[src/rtl/mod_vga_timing.sv]
// 640x480@60 VGA raster timing generator: free-running h/v counters with
// registered sync, display-enable, pixel coordinates and frame/line/vblank strobes.
module mod_vga_timing #(
  parameter int unsigned H_ACTIVE = 640,
  parameter int unsigned H_FP     = 16,
  parameter int unsigned H_SYNC   = 96,
  parameter int unsigned H_BP     = 48,
  parameter int unsigned V_ACTIVE = 480,
  parameter int unsigned V_FP     = 10,
  parameter int unsigned V_SYNC   = 2,
  parameter int unsigned V_BP     = 33,
  parameter bit          SYNC_POL = 1'b0
) (
  input  logic       clk_in_25_175_mhz,
  input  logic       rst_n_in,
  output logic       hsync_out,
  output logic       vsync_out,
  output logic       de_out,
  output logic [9:0] x_out,
  output logic [9:0] y_out,
  output logic       frame_start_out,
  output logic       line_start_out,
  output logic       vblank_start_out
);

  localparam int unsigned H_TOT = H_ACTIVE + H_FP + H_SYNC + H_BP;
  localparam int unsigned V_TOT = V_ACTIVE + V_FP + V_SYNC + V_BP;

  localparam logic [9:0] H_LAST     = 10'(H_TOT - 1);
  localparam logic [9:0] V_LAST     = 10'(V_TOT - 1);
  localparam logic [9:0] H_ACT_END  = 10'(H_ACTIVE);
  localparam logic [9:0] V_ACT_END  = 10'(V_ACTIVE);
  localparam logic [9:0] HS_BEGIN   = 10'(H_ACTIVE + H_FP);
  localparam logic [9:0] HS_END     = 10'(H_ACTIVE + H_FP + H_SYNC);
  localparam logic [9:0] VS_BEGIN   = 10'(V_ACTIVE + V_FP);
  localparam logic [9:0] VS_END     = 10'(V_ACTIVE + V_FP + V_SYNC);

  localparam logic SYNC_ACT  = SYNC_POL;
  localparam logic SYNC_IDLE = ~SYNC_POL;

  logic [9:0] r_h_cnt;
  logic [9:0] r_v_cnt;

  logic       w_h_last;
  logic       w_v_last;
  logic       w_h_vis;
  logic       w_v_vis;
  logic       w_de;
  logic       w_hs_act;
  logic       w_vs_act;
  logic       w_h_zero;
  logic       w_frame_start;
  logic       w_line_start;
  logic       w_vblank_start;

  // Raster position counters; the frame wrap is handled in the same cycle as the line wrap.
  always_ff @(posedge clk_in_25_175_mhz or negedge rst_n_in) begin
    if (!rst_n_in) begin
      r_h_cnt <= '0;
      r_v_cnt <= '0;
    end else if (w_h_last) begin
      r_h_cnt <= '0;
      r_v_cnt <= w_v_last ? '0 : r_v_cnt + 10'd1;
    end else begin
      r_h_cnt <= r_h_cnt + 10'd1;
    end
  end

  always_comb begin
    w_h_last       = (r_h_cnt == H_LAST);
    w_v_last       = (r_v_cnt == V_LAST);
    w_h_vis        = (r_h_cnt < H_ACT_END);
    w_v_vis        = (r_v_cnt < V_ACT_END);
    w_de           = w_h_vis && w_v_vis;
    w_hs_act       = (r_h_cnt >= HS_BEGIN) && (r_h_cnt < HS_END);
    w_vs_act       = (r_v_cnt >= VS_BEGIN) && (r_v_cnt < VS_END);
    w_h_zero       = (r_h_cnt == '0);
    w_frame_start  = w_h_zero && (r_v_cnt == '0);
    w_line_start   = w_h_zero && w_v_vis;
    w_vblank_start = w_h_zero && (r_v_cnt == V_ACT_END);
  end

  // Outputs are decoded from the pre-increment position, so each lags the counters by one edge.
  always_ff @(posedge clk_in_25_175_mhz or negedge rst_n_in) begin
    if (!rst_n_in) begin
      hsync_out        <= SYNC_IDLE;
      vsync_out        <= SYNC_IDLE;
      de_out           <= 1'b0;
      x_out            <= '0;
      y_out            <= '0;
      frame_start_out  <= 1'b0;
      line_start_out   <= 1'b0;
      vblank_start_out <= 1'b0;
    end else begin
      hsync_out        <= w_hs_act ? SYNC_ACT : SYNC_IDLE;
      vsync_out        <= w_vs_act ? SYNC_ACT : SYNC_IDLE;
      de_out           <= w_de;
      x_out            <= w_de ? r_h_cnt : '0;
      y_out            <= w_de ? r_v_cnt : '0;
      frame_start_out  <= w_frame_start;
      line_start_out   <= w_line_start;
      vblank_start_out <= w_vblank_start;
    end
  end

endmodule

[config.mk]
export PLATFORM = sky130hd
export DESIGN_NAME = mod_vga_timing
export DESIGN_NICKNAME = d
export VERILOG_FILES = /design/src/rtl/mod_vga_timing.sv
export SDC_FILE = /design/constraint.sdc
export NUM_CORES = 1
export LEC_CHECK = 0
export BUFFER_PORTS_ARGS = -buffer_cell sky130_fd_sc_hd__buf_2
export CORE_ASPECT_RATIO = 1.5
export CORE_MARGIN = 8
export CORE_UTILIZATION = 30
export CTS_CLUSTER_SIZE = 40
export DETAILED_ROUTE_END_ITERATION = 6
export SLEW_MARGIN = 15
export SYNTH_ARGS = -nofsm -noshare
export SYNTH_HDL_FRONTEND = slang
export SYNTH_SLANG_ARGS = --single-unit
[constraint.sdc]
create_clock -name clk_in_25_175_mhz -period 2.2 [get_ports clk_in_25_175_mhz]
set_clock_uncertainty 0.05 [all_clocks]
set_input_delay 0.33 -clock clk_in_25_175_mhz [delete_from_list [all_inputs] [get_ports clk_in_25_175_mhz]]
set_output_delay 0.33 -clock clk_in_25_175_mhz [all_outputs]
set_load 0.1 [all_outputs]
==> out/results.tsv <==
stage	metric	value	unit
cells_and_area	most frequent standard cell in the layout excluding fill and tap cells	dfrtp_1	
setup_path	worst reg2reg path startpoint	r_h_cnt[7]	
synth	count of state elements after synthesis	46	
drt	wire length reported by the detailed router	3790	um
placement	Placed Cells	267	
cts	clock latency on the worst-skew pair	0.30	ns
setup_path	Setup Crit Path Kind	flip-flop to flip-flop	
cts	CTS Buf Count	5	
setup_path	worst flop-to-flop path endpoint	r_v_cnt[9]	
setup_path	timing endpoint of the critical path	r_v_cnt[9]	
drt	Remaining DRCs	0	
cts	Clock Sink Count	46	
cells_and_area	antenna diode count	0	
setup_path	Crit-path slowest cell	or4b_4	
run	max cap viols	0	
cells_and_area	Post-layout nets	207	
global_route	wire length of the first global-routing pass	6400	um
timing	peak clock frequency supported by timing	0.486	GHz
drt	vias after detailed routing	1275	
power	maximum resistive drop on vdd	0.000271	V
setup_path	WP data arrival	2.17	ns
timing	post-layout minimum cycle time	2.06	ns
worst_hold_path	hold crit path type	primary input to asynchronous set/reset pin	
cts	total number of H-tree levels	2	
synth	Syn. warnings	0	
global_route	via count of the first global-routing pass	1328	
placement	weighted congestion at the end of routability-driven global placement	0.823	
timing	hold slack	0.432	ns
timing	max-slew violation count	0	
synth	sequential area share after synthesis	0.604	
global_route	remaining global-route overflow	0	
timing	Final setup viols	0	
die	core area	6130	sq um
drt	via density per instance	4.62	
power	cell leakage power	1.13	nW
die	width of the die	81.1	um
cts	CTS tree	done	
setup_path	maximum net fanout on the critical path	7	
drt	number of nets with antenna violations after detailed routing	0	
die	Placement Rows	35	
cells_and_area	Area Growth Syn to Fin	20.1	%
die	die area	9230	sq um
global_route	number of antenna violations at the first check in global routing	0	
setup_path	crit end category	flip-flop	
drt	WL per Instance	13.7	um
synth	syn nets	168	
setup_path	launch point of the critical path	r_h_cnt[7]	
placement	DP HPWL	2840	um
synth	mean instance size in the synthesized netlist	11.8	sq um
synth	number of unique standard cell types used by synthesis	39	
power	Power per Cell Area	629	nW/um^2
drt	Detailed Routing Iterations Pass 1	4	
run_status	run status	finished, final reports clean	
cells_and_area	most frequent cells in the layout	dfrtp_1 (44), buf_2 (27), and2_1 (17), nor2_1 (10), buf_4 (10)	
global_route	largest net degree at the start of global routing	19	
power	sum of internal, switching and leakage power	1.44	mW
timing	final period utilization	0.935	
setup_path	CP Cell Sequence	or4b_4 -> or4_4 -> o21ai_0 -> a221oi_2	
die	height of the die	114	um
setup_path	peak per-stage delay on the critical path	0.57	ns
setup_path	Worst Path Required	2.32	ns
cts	clock root cell	clkbuf_8	
placement	number of buffer cells added on primary ports	27	
drt	iteration-0 DRC count of the detailed router	102	
setup_path	logic depth of the worst register-to-register path	4	
global_route	overall track demand over capacity in global routing	0.0904	
die	count of boundary I/O pins	28	
timing	setup ws final	0.143	ns
die	Initial Utilization	0.311	
placement	worst setup slack after placement	0.147	ns
timing	total negative setup slack	0	ns
cells_and_area	ratio of cells with drive above 1 in the final layout	0.282	
timing	unrepaired setup endpoints after global routing	false	
synth	number of flops mapped to enable cells by yosys	0	
cells_and_area	number of standard cells in the final layout excluding fillers	276	
setup_path	CP Launch Type	flip-flop	
synth	post-synthesis instance area	1910	sq um
timing	number of failing hold endpoints at the final stage	0	
cts	post-cts gate resize count	0	
synth	synthesized netlist cell count	162	
synth	proportion of register bits with asynchronous set or reset after synthesis	1.00	
synth	main flop type after synthesis	dfrtp_1	
cts	maximum clock path buffer count	2	
setup_path	reg-to-reg slack, setup	0.14	ns
cts	clock-pin slew reported for the worst setup and hold paths after clock tree synthesis	0.08	ns
==> worst min-delay path by stage <==
stage,start,to
CTS,rst_n_in,x_out[7]
global route,rst_n_in,x_out[1]
floorplan,rst_n_in,de_out
finish,rst_n_in,x_out[4]
global placement,rst_n_in,x_out[1]
detailed placement,rst_n_in,x_out[1]
==> worst max-delay path: cells and delay by family, from the launching register on <==
kind / cells / cell delay [ns]
flops: 1 / 0.46
simple gates: 2 / 1.14
compound gates: 2 / 0.28
==> synth_stat cells, drive strengths merged, types with 2 or more instances <==
library cell   n  area share
dfrtp         44        0.58
and2          18       0.060
nor2          11       0.023
nand3          9       0.024
nand4          9       0.029
nand2          8       0.016
inv            6       0.012
xnor2          6       0.028
nor3           5       0.018
a21oi          4       0.010
and3           4       0.013
ha             4       0.026
o21ai          4       0.010
xor2           4       0.018
buf            3       0.012
clkbuf         3      0.0059
or4            3       0.014
and4           2      0.0098
dfstp          2       0.028
mux2           2       0.012
==> cells by family (layout without fill, tap and decap cells) <==
group / Yosys count / in the layout / synth area share
adder cells (fa/ha/maj): 4 / 4 / 0.0262
AO/OA/AOI/OAI: 13 / 13 / 0.0459
other: 1 / 1 / 0.00196
XOR/XNOR: 10 / 10 / 0.0459
flip-flops: 46 / 46 / 0.604
multiplexers: 2 / 2 / 0.0118
buffers and inverters: 12 / 52 / 0.0301
AND/OR/NAND/NOR: 74 / 74 / 0.234
==> metal layers <==
layer  vias to the layer above  global-route usage  routed length, um
li1                        632                   -                  -
met1                       617              0.0894               1480
met2                        18               0.154               2030
met3                         8              0.0236                134
met4                         0              0.0695                136
met5                         -                   0                  0
==> layout make-up <==
cell class | count | area, sq um
sequential | 46 | 1150
timing repair buffer | 38 | 220
clock inverter | 1 | 8.76
tap | 74 | 92.6
multi-input combinational | 104 | 698
fill | 633 | 3840
clock buffer | 7 | 96.3
inverter | 6 | 22.5
==> through the flow <==
stage / util / cell area, sq um
global placement: 0.355 / 2180
finish: 0.374 / 2290
detailed placement: 0.355 / 2180
CTS: 0.374 / 2290
global route: 0.374 / 2290
floorplan: - / 1910
==> registers in the layout, indices dropped and copies added, names as in the netlist <==
signal	flops
frame_start_out	1
vblank_start_out	1
hsync_out	1
de_out	1
r_h_cnt	10
y_out	10
x_out	10
line_start_out	1
r_v_cnt	10
vsync_out	1
==> power by group <==
group	switching (mW)	internal [mW]
logic	0.0240	0.00474
clock network	0.280	0.288
registers	0.000159	0.846
==> what timing repair did <==
| action | 4_1_cts | 5_1_grt |
|---|---|---|
| setup buffers | 0 | 0 |
| endpoints found under the hold margin | 16 | 0 |
| hold buffers | 1 | 0 |
Power figures use the tool's default switching activity.
